## src/rtl/dma_channel_regfile.sv

```systemverilog
// Per-channel DMA register file: base/current address and count, mode, mask and TC status.
// CPU reads return one cycle after the access; transfer steps update the current registers each cycle.
module dma_channel_regfile #(
  parameter int CHANNELS     = 4,
  parameter int DATAWIDTH    = 8,
  parameter int ADDRESSWIDTH = 2 * DATAWIDTH,
  localparam int CHW         = (CHANNELS > 1) ? $clog2(CHANNELS) : 1
) (
  input  logic                    CLK,
  input  logic                    RESET_N,
  input  logic                    CS_N,
  input  logic                    IOR_N,
  input  logic                    IOW_N,
  input  logic [CHW-1:0]          REG_CH,
  input  logic [1:0]              REG_FN,
  input  logic [DATAWIDTH-1:0]    DB_IN,
  output logic [DATAWIDTH-1:0]    DB_OUT,
  output logic                    DB_OE,
  input  logic                    XFER_STEP,
  input  logic [CHW-1:0]          XFER_CH,
  output logic [ADDRESSWIDTH-1:0] CUR_ADDR,
  output logic                    TC,
  output logic [CHANNELS-1:0]     CH_MASK
);

  localparam logic [ADDRESSWIDTH-1:0] ONE = ADDRESSWIDTH'(1);

  logic [ADDRESSWIDTH-1:0] baseAddr [CHANNELS];
  logic [ADDRESSWIDTH-1:0] curAddr  [CHANNELS];
  logic [ADDRESSWIDTH-1:0] baseCnt  [CHANNELS];
  logic [ADDRESSWIDTH-1:0] curCnt   [CHANNELS];
  logic [CHANNELS-1:0]     autoInit;
  logic [CHANNELS-1:0]     decMode;
  logic [CHANNELS-1:0]     tcStatus;
  logic                    bytePtr;

  logic                    wrAcc;
  logic                    rdAcc;
  logic                    ptrFn;
  logic [CHANNELS-1:0]     stepHit;
  logic [CHANNELS-1:0]     tcHit;
  logic [DATAWIDTH-1:0]    rdData;

  always_comb begin
    wrAcc    = ~CS_N & ~IOW_N & IOR_N;
    rdAcc    = ~CS_N & ~IOR_N & IOW_N;
    ptrFn    = ~REG_FN[1];
    stepHit  = '0;
    tcHit    = '0;
    rdData   = '0;
    CUR_ADDR = '0;
    for (int i = 0; i < CHANNELS; i++) begin
      // A CPU address/count write to the stepping channel wins; the step is lost.
      stepHit[i] = XFER_STEP && (XFER_CH == CHW'(i)) && !CH_MASK[i] &&
                   !(wrAcc && ptrFn && (REG_CH == CHW'(i)));
      tcHit[i]   = stepHit[i] && (curCnt[i] == '0);
      if (XFER_CH == CHW'(i)) CUR_ADDR = curAddr[i];
      if (REG_CH == CHW'(i)) begin
        case (REG_FN)
          2'b00: rdData = bytePtr ? curAddr[i][ADDRESSWIDTH-1:DATAWIDTH] : curAddr[i][DATAWIDTH-1:0];
          2'b01: rdData = bytePtr ? curCnt[i][ADDRESSWIDTH-1:DATAWIDTH]  : curCnt[i][DATAWIDTH-1:0];
          2'b10: rdData[1:0] = {decMode[i], autoInit[i]};
          default: ;
        endcase
      end
    end
    if (REG_FN == 2'b11) rdData[CHANNELS-1:0] = tcStatus;
  end

  always_ff @(posedge CLK or negedge RESET_N) begin
    if (!RESET_N) begin
      for (int i = 0; i < CHANNELS; i++) begin
        baseAddr[i] <= '0;
        curAddr[i]  <= '0;
        baseCnt[i]  <= '0;
        curCnt[i]   <= '0;
      end
      autoInit <= '0;
      decMode  <= '0;
      tcStatus <= '0;
      CH_MASK  <= '0;
      bytePtr  <= 1'b0;
      DB_OUT   <= '0;
      DB_OE    <= 1'b0;
      TC       <= 1'b0;
    end else begin
      for (int i = 0; i < CHANNELS; i++) begin
        if (wrAcc && (REG_CH == CHW'(i)) && (REG_FN == 2'b00)) begin
          if (bytePtr) begin
            baseAddr[i][ADDRESSWIDTH-1:DATAWIDTH] <= DB_IN;
            curAddr[i][ADDRESSWIDTH-1:DATAWIDTH]  <= DB_IN;
          end else begin
            baseAddr[i][DATAWIDTH-1:0] <= DB_IN;
            curAddr[i][DATAWIDTH-1:0]  <= DB_IN;
          end
        end else if (stepHit[i]) begin
          if (tcHit[i] && autoInit[i]) curAddr[i] <= baseAddr[i];
          else if (decMode[i])         curAddr[i] <= curAddr[i] - ONE;
          else                         curAddr[i] <= curAddr[i] + ONE;
        end

        if (wrAcc && (REG_CH == CHW'(i)) && (REG_FN == 2'b01)) begin
          if (bytePtr) begin
            baseCnt[i][ADDRESSWIDTH-1:DATAWIDTH] <= DB_IN;
            curCnt[i][ADDRESSWIDTH-1:DATAWIDTH]  <= DB_IN;
          end else begin
            baseCnt[i][DATAWIDTH-1:0] <= DB_IN;
            curCnt[i][DATAWIDTH-1:0]  <= DB_IN;
          end
        end else if (stepHit[i]) begin
          if (tcHit[i] && autoInit[i]) curCnt[i] <= baseCnt[i];
          else                         curCnt[i] <= curCnt[i] - ONE;
        end

        if (wrAcc && (REG_CH == CHW'(i)) && (REG_FN == 2'b10)) begin
          autoInit[i] <= DB_IN[0];
          decMode[i]  <= DB_IN[1];
        end

        // Finishing the high count byte arms the channel.
        if (wrAcc && (REG_CH == CHW'(i)) && (REG_FN == 2'b01) && bytePtr)
          CH_MASK[i] <= 1'b0;
        else if ((wrAcc && (REG_CH == CHW'(i)) && (REG_FN == 2'b11) && DB_IN[1]) ||
                 (tcHit[i] && !autoInit[i]))
          CH_MASK[i] <= 1'b1;
      end

      tcStatus <= ((rdAcc && (REG_FN == 2'b11)) ? '0 : tcStatus) | tcHit;

      if (wrAcc && (REG_FN == 2'b11) && DB_IN[0]) bytePtr <= 1'b0;
      else if ((wrAcc || rdAcc) && ptrFn)         bytePtr <= ~bytePtr;

      DB_OE <= rdAcc;
      if (rdAcc) DB_OUT <= rdData;
      TC <= |tcHit;
    end
  end

endmodule

```

## config.mk

```make
export PLATFORM = sky130hd
export DESIGN_NAME = dma_channel_regfile
export DESIGN_NICKNAME = d
export VERILOG_FILES = /design/src/rtl/dma_channel_regfile.sv
export SDC_FILE = /design/constraint.sdc
export NUM_CORES = 1
export LEC_CHECK = 0
export ABC_AREA = 1
export CAP_MARGIN = 40
export CORE_AREA = 2 2 166 290
export DETAILED_ROUTE_END_ITERATION = 10
export DIE_AREA = 0 0 168 292
export PLACE_DENSITY = 0.57
export REMOVE_ABC_BUFFERS = 1
export SLEW_MARGIN = 30
export SYNTH_ARGS = -nofsm -noshare
export SYNTH_HDL_FRONTEND = slang
export SYNTH_SLANG_ARGS = --single-unit
```

## constraint.sdc

```tcl
create_clock -name CLK -period 5.4 [get_ports CLK]
set_input_delay 1.62 -clock CLK [delete_from_list [all_inputs] [get_ports CLK]]
set_output_delay 1.62 -clock CLK [all_outputs]
set_load 0.1 [all_outputs]
```

# [Word-level counts from Yosys, hierarchy flattened]
# Index checks and enable logic that the tools add are counted.
[totals] in_bits=20 regBits=283
[op_classes] reduce_logical=131 add_sub_neg=12 n_eq_ne=25 muxes=66 bitwise=10
[op_table] op="16-bit 2-to-1 mux" count=32
[op_table] op="16-bit by 1-bit subtractor with 16-bit output (second input constant)" count=8
[op_table] op="8-bit 2-to-1 mux" count=14
[op_table] op="16-bit by 1-bit adder with 16-bit output (second input constant)" count=4
[op_table] op="16-bit logical NOT" count=4
[op_table] op="2-bit AND reduction" count=32
[op_table] op="1-bit logical AND" count=61
[op_table] op="6-bit case mux with 2 select lines" count=4
[op_table] op="2-bit inequality test (second input constant)" count=16
[op_table] op="2-bit nonzero test" count=13
[op_table] op="2-bit case mux with 3 select lines" count=4
[op_table] op="2-bit equality test (second input constant)" count=6
[op_table] op="1-bit logical NOT" count=12
[op_table] op="1-bit 2-to-1 mux" count=10
[op_table] op="4-bit 2-to-1 mux" count=2
[op_table] op="2-bit by 1-bit equality test with 1-bit output (second input constant)" count=3
[op_table] op="2-bit logical NOT" count=3
[op_table] op="1-bit logical OR" count=5
[op_table] op="1-bit inverter" count=5
[op_table] op="1-bit AND" count=4
[op_table] op="4-bit OR" count=1
[op_table] op="4-bit OR reduction" count=1

# [Logic depth before layout (Yosys ltp)]
[depth] word_depth=12 ltp_mapped=13 mapped_depth_nobuf=13

# [Worst setup path after synthesis]
# No wires, ideal clock.
[synth_path] path_kind="input -> output" start="input port XFER_CH[0]" end="output port CUR_ADDR[0]" n_path_buf=1 t_arrival_ns=3.969 setup_slack_ns=-0.189 required_ns=3.780 stages=3 cell_sequence="buf_4 nand2_4 o21ai_0"
[synth_between] elab_chain_len=5 elab_cells_between_ends=8
[synth_rtl] element="from (decl)" line_no="20" source="input logic [CHW-1:0] XFER_CH,"
[synth_rtl] element="2-bit logical NOT" line_no="57" source="if (XFER_CH == CHW'(i)) CUR_ADDR = curAddr[i];"
[synth_rtl] element="16-bit 2-to-1 mux (3 in a row)" line_no="57"
[synth_rtl] element="16-bit 2-to-1 mux *" line_no="57"
[synth_rtl] element="to (decl)" line_no="21" source="output logic [ADDRESSWIDTH-1:0] CUR_ADDR,"
# Every way passes the cells marked *; elsewhere a longest branch is shown, timed or not.

# [Worst setup path after layout]
[layout_path] start="input port XFER_CH[1]" end="output port CUR_ADDR[6]"
# Same word-level chain as after synthesis.

==> reports/qor.yml <==
ys_seq_area_share_pct: 34.1
vias: 20700
maxCapViolCount: 0
die_h_um: 292
htree_levels: 1
globalplace.congestion: 0.970
rrSetupSlack_ns: 2.74
cts_resized: 0
cts_max_path_buffers: 3
post_drt_wl_per_cell_um: 21.1
initialDrtViolationCount: 1546
die_w_um: 168
critical_path_class: "input port to output port"
coreArea_um2: 46600
rsz0062_at_grt: "no"
final.period_utilization_pct: 95.1
grt_usage_pct: 32.5
cp.arrival_ns: 3.51
synth_area_per_cell_um2: 6.60
clk_pin_slew_ns: 0.06
synth_edf_count: 0
areaGrowthSynthToFinish_pct: 11.5
drive_gt1_share_pct: 8.00
r2r-start: "curCnt[48]$_DFFE_PN0P_"
hold_viol: 0
cts_setup_buffers: 0
ys_top_cells_by_area: "dfrtp_1 (34%), nand2_1 (16%), nor2_1 (7.9%), inv_1 (6.7%), o21ai_0 (5.6%)"
setup_violations: 0
dominantRegCellSynth: "dfrtp_1"
worst_pin_slew_ns: 0.812
io_buffers: 49
ctsHoldBuffers: 0
fp-row-count: 105
cts_sinks: 283
relSlewSlack_pct: 45.8
netlist-cell-type-count: 46
fmax_mhz: 195
clock_latency_ns: 0.60
syn_inst: 3152
hpwl_um: 58900
ir_drop_uv: 407
maxSlewViolCount: 0
synth_top_area_share_pct: 34.1
hold_start: "baseCnt[26]$_DFFE_PN0P_"
synth_top_area_cell: "dfrtp_1"
fin_worst_skew_ns: 0.0370
cp-end-kind: "output port"
drt_wl_total_um: 79300
finish.instance_area_um2: 23200
tritoncts: "yes"
viasPerCell: 5.51
dieArea_um2: 49100
first_global_vias: 20300
ys_ff_latch: 283
status: "finished, final reports clean"
syn_area_um2: 20800
cp-start-kind: "input port"
grt_max_degree: 87
drc: 0
fin_nets: 3238
p_per_area_nw_per_um2: 493
grt_pass1_wl_um: 121000
dr.pass1.iters: 9
start_util_pct: 44.6
crit_start: "XFER_CH[1]"
crit_required_ns: 3.78
finish.utilization_pct: 49.7
ant_nets: 0
crit_fanout: 13
hp-class: "flop to flop"
p_leak_uw: 0.0123
finalCriticalPeriod_ns: 5.13
ioPinCount: 50
postPlaceCellArea_um2: 22100
antenna_found_initial: 1
synth_warnings: 0
clock-root-buffer: "clkbuf_16"
numCtsBuffers: 30
setup_tns_ns: 0
synthArstFlopShare_pct: 100
grt_overflow: 0
## layer usage
| metal | global-route usage [%] | part of all wire, % |
|---|---|---|
| met1 | 37.7 | 39 |
| met2 | 58.9 | 51 |
| met3 | 4.08 | 5.3 |
| met4 | 15.3 | 5.5 |
| met5 | 0 | 0.016 |
## critical path: stages
cell	delay [ns]
clkdlybuf4s50_1	0.63
inv_1	0.10
nand2_1	0.30
nor2_1	0.08
a221oi_1	0.23
o21ai_0	0.29
buf_12	0.26
## worst paths after layout
| check | to | cells after the start |
|---|---|---|
| min in group asynchronous | baseCnt[9]$_DFFE_PN0P_ | 1 |
| hold / removal | baseCnt[26]$_DFFE_PN0P_ | 2 |
| hold reg to reg | baseCnt[26]$_DFFE_PN0P_ | 2 |
| max in group asynchronous | baseAddr[23]$_DFFE_PN0P_ | 2 |
| setup / recovery | CUR_ADDR[6] | 7 |
| setup reg to reg | curAddr[58]$_DFFE_PN0P_ | 10 |
## registers in the layout, summed over array words and instances (netlist names)
register  flops
bytePtr       1
TC            1
DB_OUT        8
tcStatus      4
curAddr      64
autoInit      4
curCnt       64
CH_MASK       4
baseCnt      64
decMode       4
DB_OE         1
baseAddr     64
## stage by stage
step	hold slack (ns)	total power [µW]	std cells	setup slack, ns
after floorplan	0.444	7070	3039	-0.0211
after global placement	0.460	8900	3694	0.291
after detailed placement	0.467	9040	3709	0.304
after CTS	0.482	11400	3763	0.280
after global routing	0.498	12200	3764	0.0190
final	0.479	11400	3766	0.266
## report_power, final
group	leakage, µW	switching, µW	total [µW]	internal, µW
sequential	0.00350	879	3570	2690
combinational	0.00824	3630	5550	1920
clock	0.000527	954	2310	1360
## final cells by class
type	instances	area [µm²]
diodes	2	5.00
fillers	4745	23500
clock buffers	38	821
flip-flops and latches	283	7080
multi-input cells	2348	11600
repair buffers	83	1150
clock inverters	16	251
inverters	408	1540
well taps	588	736
## logic make-up after synthesis
logic type	after synthesis	synth area share, %
buffers and inverters	521	10.1
DFF	283	34.1
xor gates and xnor gates	62	2.61
adders and majority gates	64	4.00
AOI/OAI and AO/OA	496	13.0
and+or+nand+nor	1726	36.2
## cell usage in the layout (no fill, tap or decap), drive strengths merged, types with 19 or more instances in the layout
master         Yosys  routed
inv              405     405
a22oi             31      31
nand4             42      42
a21oi            182     182
xor2              43      43
xnor2             19      19
nand3b            28      28
nor2             467     467
nand2            931     931
o21ai            243     243
nand3            229     229
dfrtp            283     283
clkdlybuf4s50      0      26
o22ai             19      19
buf               51      57
clkbuf            62      38
ha                60      60
## synth_stat cells, drive strengths merged, types with 19 or more instances
master	number
a21oi	182
nand2	931
a22oi	31
xnor2	19
o21ai	243
nor2	467
nand3b	28
dfrtp	283
xor2	43
clkbuf	62
inv	405
nand4	42
nand3	229
o22ai	19
ha	60
buf	51
Note: power is estimated with default switching activity, not from simulation.
